--- config.mk ---
export PLATFORM = sky130hd
export DESIGN_NAME = lsu_s2
export DESIGN_NICKNAME = d
export VERILOG_FILES = /design/src/rtl/lsu_s2.sv
export SDC_FILE = /design/constraint.sdc
export NUM_CORES = 1
export LEC_CHECK = 0
export CAP_MARGIN = 20
export CORE_ASPECT_RATIO = 0.6
export CORE_UTILIZATION = 47
export CTS_CLUSTER_SIZE = 16
export DETAILED_ROUTE_END_ITERATION = 12
export GPL_TIMING_DRIVEN = 0
export PLACE_DENSITY = 0.8
export SYNTH_ARGS = -nofsm -noshare
export SYNTH_HDL_FRONTEND = slang
export SYNTH_SLANG_ARGS = --single-unit
--- constraint.sdc ---
create_clock -name clk -period 2 [get_ports clk]
set_input_delay 0.4 -clock clk [delete_from_list [all_inputs] [get_ports clk]]
set_output_delay 0.4 -clock clk [all_outputs]
set_load 0.02 [all_outputs]
--- src/rtl/lsu_s2.sv ---
// Load/store response stage: tracks outstanding memory requests in order and
// formats returned load data (byte/half/word, sign or zero extension) into a one-entry result buffer.
module lsu_s2 #(
  parameter int QDEPTH = 2
) (
  input  logic        clk,
  input  logic        rst,
  input  logic        req_valid,
  input  logic        req_wr,
  input  logic [1:0]  req_size,
  input  logic        req_unsigned,
  input  logic [1:0]  req_off,
  output logic        req_ready,
  input  logic        data_data_ok,
  input  logic [31:0] data_rdata,
  input  logic        flush,
  output logic        res_valid,
  output logic [31:0] res_data,
  input  logic        res_ready,
  output logic        resp_err,
  output logic [1:0]  outstanding
);

  localparam int PW = (QDEPTH > 1) ? $clog2(QDEPTH) : 1;
  localparam int CW = $clog2(QDEPTH + 1);

  logic             r_wr     [QDEPTH];
  logic [1:0]       r_size   [QDEPTH];
  logic             r_uns    [QDEPTH];
  logic [1:0]       r_off    [QDEPTH];
  logic             r_killed [QDEPTH];

  logic [PW-1:0]    r_head;
  logic [PW-1:0]    r_tail;
  logic [CW-1:0]    r_count;
  logic             r_res_valid;
  logic [31:0]      r_res_data;
  logic             r_resp_err;

  logic [CW:0]      w_occ;
  logic             w_push;
  logic             w_pop;
  logic             w_load;
  logic [1:0]       w_size;
  logic             w_uns;
  logic [1:0]       w_off;
  logic [7:0]       w_byte;
  logic [15:0]      w_half;
  logic [31:0]      w_fmt;

  function automatic logic [PW-1:0] f_inc(input logic [PW-1:0] p);
    return (p == PW'(QDEPTH - 1)) ? '0 : p + PW'(1);
  endfunction

  // Counting the held result keeps a landing slot for every outstanding response.
  assign w_occ     = {1'b0, r_count} + (CW+1)'(r_res_valid);
  assign req_ready = w_occ < (CW+1)'(QDEPTH);

  assign w_push = req_valid & req_ready;
  assign w_pop  = data_data_ok & (r_count != '0);
  assign w_load = w_pop & ~r_wr[r_head] & ~r_killed[r_head];

  assign w_size = r_size[r_head];
  assign w_uns  = r_uns[r_head];
  assign w_off  = r_off[r_head];
  assign w_byte = data_rdata[{w_off, 3'b000} +: 8];
  assign w_half = data_rdata[{w_off[1], 4'b0000} +: 16];

  always_comb begin
    w_fmt = data_rdata;
    case (w_size)
      2'd0:    w_fmt = {{24{w_byte[7] & ~w_uns}}, w_byte};
      2'd1:    w_fmt = {{16{w_half[15] & ~w_uns}}, w_half};
      default: w_fmt = data_rdata;
    endcase
  end

  // Entry storage needs no reset: occupancy alone decides what is live.
  always_ff @(posedge clk) begin
    if (flush) begin
      for (int i = 0; i < QDEPTH; i++) r_killed[i] <= 1'b1;
    end
    if (w_push) begin
      r_wr[r_tail]     <= req_wr;
      r_size[r_tail]   <= req_size;
      r_uns[r_tail]    <= req_unsigned;
      r_off[r_tail]    <= req_off;
      r_killed[r_tail] <= 1'b0;
    end
  end

  always_ff @(posedge clk) begin
    if (rst) begin
      r_head      <= '0;
      r_tail      <= '0;
      r_count     <= '0;
      r_res_valid <= 1'b0;
      r_res_data  <= '0;
      r_resp_err  <= 1'b0;
    end else begin
      r_resp_err <= data_data_ok & (r_count == '0);
      if (w_push) r_tail <= f_inc(r_tail);
      if (w_pop)  r_head <= f_inc(r_head);
      if (w_push & ~w_pop)      r_count <= r_count + CW'(1);
      else if (~w_push & w_pop) r_count <= r_count - CW'(1);
      if (flush) begin
        r_res_valid <= 1'b0;
      end else if (w_load) begin
        r_res_valid <= 1'b1;
        r_res_data  <= w_fmt;
      end else if (res_ready) begin
        r_res_valid <= 1'b0;
      end
    end
  end

  assign res_valid   = r_res_valid;
  assign res_data    = r_res_data;
  assign resp_err    = r_resp_err;
  assign outstanding = 2'(r_count);

endmodule

After elaboration in Yosys (flattened, before gate mapping) --
Memory sizes are Yosys's and may differ from the RTL's. A register that Yosys moved wholly into a read port is not among the register bits. Cells that the tools add are included.
Storage, ports and cells: flip-flop bits (word level) 38, memory bits (read-only) 0, output and inout port bits 37, word-level logic and storage cells 63, memories 5, bits in latches 0, input port bits 44, RAM bits 14
Memory list:
- r_off | depth 2, bits a word 2, rd ports 1, clocked after Yosys merged registers in 1, write ports 1, line 30 | logic [1:0] r_off [QDEPTH];
- r_size | depth 2, bits a word 2, rd ports 1, clocked after Yosys merged registers in 1, write ports 1, line 28 | logic [1:0] r_size [QDEPTH];
- r_killed | depth 2, bits a word 1, rd ports 1, clocked after Yosys merged registers in 1, write ports 3, line 31 | logic r_killed [QDEPTH];
- r_uns | depth 2, bits a word 1, rd ports 1, clocked after Yosys merged registers in 1, write ports 1, line 29 | logic r_uns [QDEPTH];
- r_wr | depth 2, bits a word 1, rd ports 1, clocked after Yosys merged registers in 1, write ports 1, line 27 | logic r_wr [QDEPTH];
Operators by class: divide/modulo/power cells 0, equality and inequality tests 1, magnitude comparators 1, add/subtract/negate cells 5, bitwise gates (word level) 15, reductions and logical operators 7, multipliers 0, multiplexer cells 21, shift operators 2
Operators with widths (count):
- $pmux W32 S2 | 1
- $shiftx A32 B6 Y16 | 1
- $shiftx A32 B6 Y8 | 1
- $mux W1 | 18
- $and A1 B1 Y1 | 9
- $not A1 Y1 | 6
- $reduce_bool A2 Y1 | 3
- $logic_not A2 Y1 | 2
- $mux W2 | 2
- $add A2 B1 Y3 | 1
- $lt A3 B2 Y1 const B | 1
- $add A1 B1 Y1 const B | 2
- $add A2 B1 Y2 const B | 1
- $eq A2 B1 Y1 const B | 1
- $reduce_and A2 Y1 | 1
- $reduce_or A2 Y1 | 1
- $sub A2 B1 Y2 const B | 1

Depth between registers and ports, before layout --
word-level depth 7, gate-level depth with buffers 7, gate-level depth less buffers 7

Worst setup path before layout --
OpenSTA, ideal clock, no wires.
kind reg2reg, start reg r_count[0], in the netlist outstanding[0], end reg r_count[1], in the netlist outstanding[1], arrival time 1841 ps, setup time 72 ps, required time 1928 ps, period minus slack after synthesis 1913 ps, setup slack 87 ps, cell stages (with the launch flop) 7, path buffers 0, cell sequence dfxtp_1 a21oi_1 nand2_1 inv_1 ha_1 or3_1 a21oi_1
On the way: longest elaborated chain between the ends 6, elaborated cells on any way between the ends 14, classes of those cells 3 x add/sub; 1 x order compare; 2 x mux; 6 x bitwise; 2 x reduce/logical
RTL lines:
- from (decl) | line 35 | logic [CW-1:0] r_count;
- from (signal assigned) | line 104 | if (w_push & ~w_pop) r_count <= r_count + CW'(1);
- from (signal assigned) | line 105 | else if (~w_push & w_pop) r_count <= r_count - CW'(1);
- $add A2 B1 Y3 * | line 56 | assign w_occ = {1'b0, r_count} + (CW+1)'(r_res_valid);
- $lt A3 B2 Y1 * | line 57 | assign req_ready = w_occ < (CW+1)'(QDEPTH);
- net req_ready | line 13 | output logic req_ready,
- $and A1 B1 Y1 * | line 59 | assign w_push = req_valid & req_ready;
- net w_push | line 41 | logic w_push;
- $not A1 Y1 | line 105
- $and A1 B1 Y1 | line 105
- $reduce_bool A2 Y1 (no line)
The timed path passes the listed nets; every way through them passes the cells marked *. The select of a mux whose other input is x is not followed. A chain may end at the register's enable or synchronous reset.

==> flow_metrics.tcl <==
set metrics [dict create \
    clock_skew_ps 6.46 \
    synth_cell_types 45 \
    switching_share_pct 36.7 \
    synth_common_cells "41 x dfxtp_1, 41 x nor2_1, 19 x a311oi_2" \
    tightest_slew_ps 713 \
    overflow 0 \
    synth_top_cell_area_share_pct 30.8 \
    yosysTopAreaCell "dfxtp_1" \
    worst_ep_required_time_ps 2160 \
    relSlewSlack_pct 52.4 \
    diodes 0 \
    tns_ps 0 \
    area_growth_pct 39.1 \
    status "complete, no violations" \
    routedWlPerCell_um 19.2 \
    ff2ff_setup_slack_ps 100 \
    post-route-period-util_pct 95.0 \
    synthFlopType "dfxtp_1" \
    layout_setup_ws_ps 99.3 \
    clock-sinks 53 \
    final.fill_count 396 \
    place_congestion 0.870 \
    crit_path_end_kind "flop" \
    grt_usage_pct 27.0 \
    combPwrFrac_pct 41.6 \
    hp-class "reg -> reg" \
    p_leak_nw 1.24 \
    start_kind "flop" \
    dr.pass1.iters 5 \
    numPortBuffers 79 \
    switchingPower_mw 1.25 \
    drc 0 \
    die_width_um 99.1 \
    clock_latency_ps 310 \
    rsz0062_at_grt "no" \
    clockBufferDepth 2 \
    finalCriticalPeriod_ps 1900 \
    yosys-top-cells-area "dfxtp_1 31%, edfxtp_1 14%, a311oi_2 11%" \
    ant_nets 0 \
    via_per_inst 6.18 \
    arrival_ps 2070 \
    vias 2452 \
    drt_wl_total_um 7620 \
    peakVddDrop_mv 0.455 \
    cts_tree "built" \
    postLayoutCoreUtil_pct 70.4 \
    grt_pass1_wl_um 12300 \
    max_freq_mhz 526 \
    synth_edf_count 12 \
    seqCellArea_sq_mm 0.00118 \
    row_count 20 \
    async_reset_ff_share_pct 0 \
    multiInputGateArea_sq_mm 0.00140 \
    p_per_area_mw_per_mm2 920 \
    hold_ws_ps 514 \
    cts_root_buffer "clkbuf_8" \
    worstPathMaxFanout 10 \
    synthesis.instances 242 \
    grt_start_max_net_pins 17 \
    seqPwrFrac_pct 40.4 \
    ioPinCount 81 \
    setup_viol 0 \
    post-place-ws_ps -172 \
    clock_power_share_pct 18.0 \
    max-cap-violations 0 \
    start_util_pct 50.6 \
    antenna_found_initial 0 \
    clkTransAtPathRegs_ps 100 \
    synth_fp_nets 287 \
    avgSynthCellArea_sq_um 11.0 \
    yosysSeqAreaShare_pct 44.4 \
    dpl.hpwl_um 5750 \
    cts_hold_buf 0 \
    yosysWarnings 0 \
    p_int_mw 2.16 \
    drt-initial-drc-count 207 \
    htreeDepth 2 \
    final_max_slew_viol_count 0 \
    finalHoldViolCount 0 \
    syn_area_sq_mm 0.00266 \
    dieArea_sq_mm 0.00598 \
    worstSetupPathType "reg -> reg" \
    grt_pass1_vias 2391 \
    die_h_um 60.3 \
    coreArea_sq_mm 0.00526 \
    layout-drive-gt1-share_pct 22.1 \
    synth_seq_cells 53 \
    fin_nets 375 \
    numCtsBuffers 5 \
]
-- worst paths after layout --
kind,start,to,depth (start not counted)
min reg2reg,res_data[9],res_data[9],2
max,flop,res_data[16],5
min,res_data[9],res_data[9],2
max reg2reg,flop,res_data[16],5
-- worst max-delay path, cell delays in order, from the launching register on --
cell and delay, ps:
dfxtp_4 410, mux2i_4 290, mux4_2 580, nand4b_4 180, buf_6 190, a311oi_2 110
-- stage by stage --
step | std cells | instance area (sq um) | power (mW)
after floorplan | 242 | 2660 | 2.25
after global placement | 387 | 3530 | 2.67
after detailed placement | 387 | 3530 | 2.70
after CTS | 397 | 3660 | 3.36
after global routing | 397 | 3700 | 3.59
final | 397 | 3700 | 3.41
-- timing repair --
item	CTS	global route
buffers inserted	2	0
endpoints found under the hold margin	0	0
cloned	0	0
resized for setup	3	8
setup endpoints to repair	23	25
-- per-layer routing --
metal	share of wire (%)	GRT usage (%)
met5	0	0
met4	0.73	4.83
met3	10	7.25
met2	42	41.3
met1	47	38.8
-- logic make-up (layout without fill, tap and decap cells) --
| group | Yosys count | after routing | share of synthesized area (%) |
|---|---|---|---|
| adder cells (fa/ha/maj) | 1 | 1 | 0.470 |
| XOR/XNOR | 4 | 4 | 1.32 |
| flip-flops | 53 | 53 | 44.4 |
| multiplexers | 21 | 21 | 9.78 |
| AO/OA/AOI/OAI | 83 | 83 | 27.9 |
| buffers and inverters | 21 | 110 | 4.56 |
| AND/OR/NAND/NOR | 59 | 59 | 11.6 |
-- state kept, by name, indices dropped and copies added (netlist names), named ones only --
register and cells:
outstanding 2, r_head 1, r_killed 2, r_off 4
r_size 4, r_tail 1, r_uns 2, r_wr 2
res_data 32, res_valid 1, resp_err 1
-- layout by cell type (no fill, tap or decap), types with 2 or more instances in the layout --
| master | instances |
|---|---|
| a32oi_1 | 7 |
| clkbuf_1 | 6 |
| inv_1 | 4 |
| dfxtp_1 | 40 |
| nor2_1 | 41 |
| or3_1 | 2 |
| mux2i_4 | 2 |
| nand3b_1 | 2 |
| a211oi_1 | 2 |
| nand2_1 | 2 |
| clkbuf_8 | 5 |
| clkdlybuf4s50_1 | 78 |
| or3b_4 | 2 |
| edfxtp_1 | 12 |
| a221oi_1 | 2 |
| o21ai_0 | 9 |
| buf_4 | 3 |
| a311oi_2 | 19 |
| nand2b_1 | 2 |
| buf_2 | 3 |
| a22oi_1 | 7 |
| mux2_2 | 17 |
| a311oi_1 | 11 |
| xor2_1 | 3 |
| buf_6 | 4 |
| a21oi_2 | 2 |
| a21oi_1 | 18 |
-- power groups by stage --
stage	logic, mW	clock network (mW)	registers [mW]
floorplan	0.804	0	1.44
global placement	1.30	0	1.37
detailed placement	1.32	0	1.38
CTS	1.37	0.623	1.36
global route	1.52	0.669	1.40
finish	1.42	0.612	1.38
-- cell type report --
| cell class | count | share of cell area (%) |
|---|---|---|
| Tap cell | 66 | 2.23 |
| Buffer | 17 | 2.97 |
| Clock inverter | 2 | 0.372 |
| Multi-Input combinational cell | 168 | 37.9 |
| Inverter | 4 | 0.406 |
| Timing Repair Buffer | 81 | 22.2 |
| Sequential cell | 53 | 32.0 |
| Clock buffer | 6 | 1.96 |
Power figures use the tool's default switching activity.
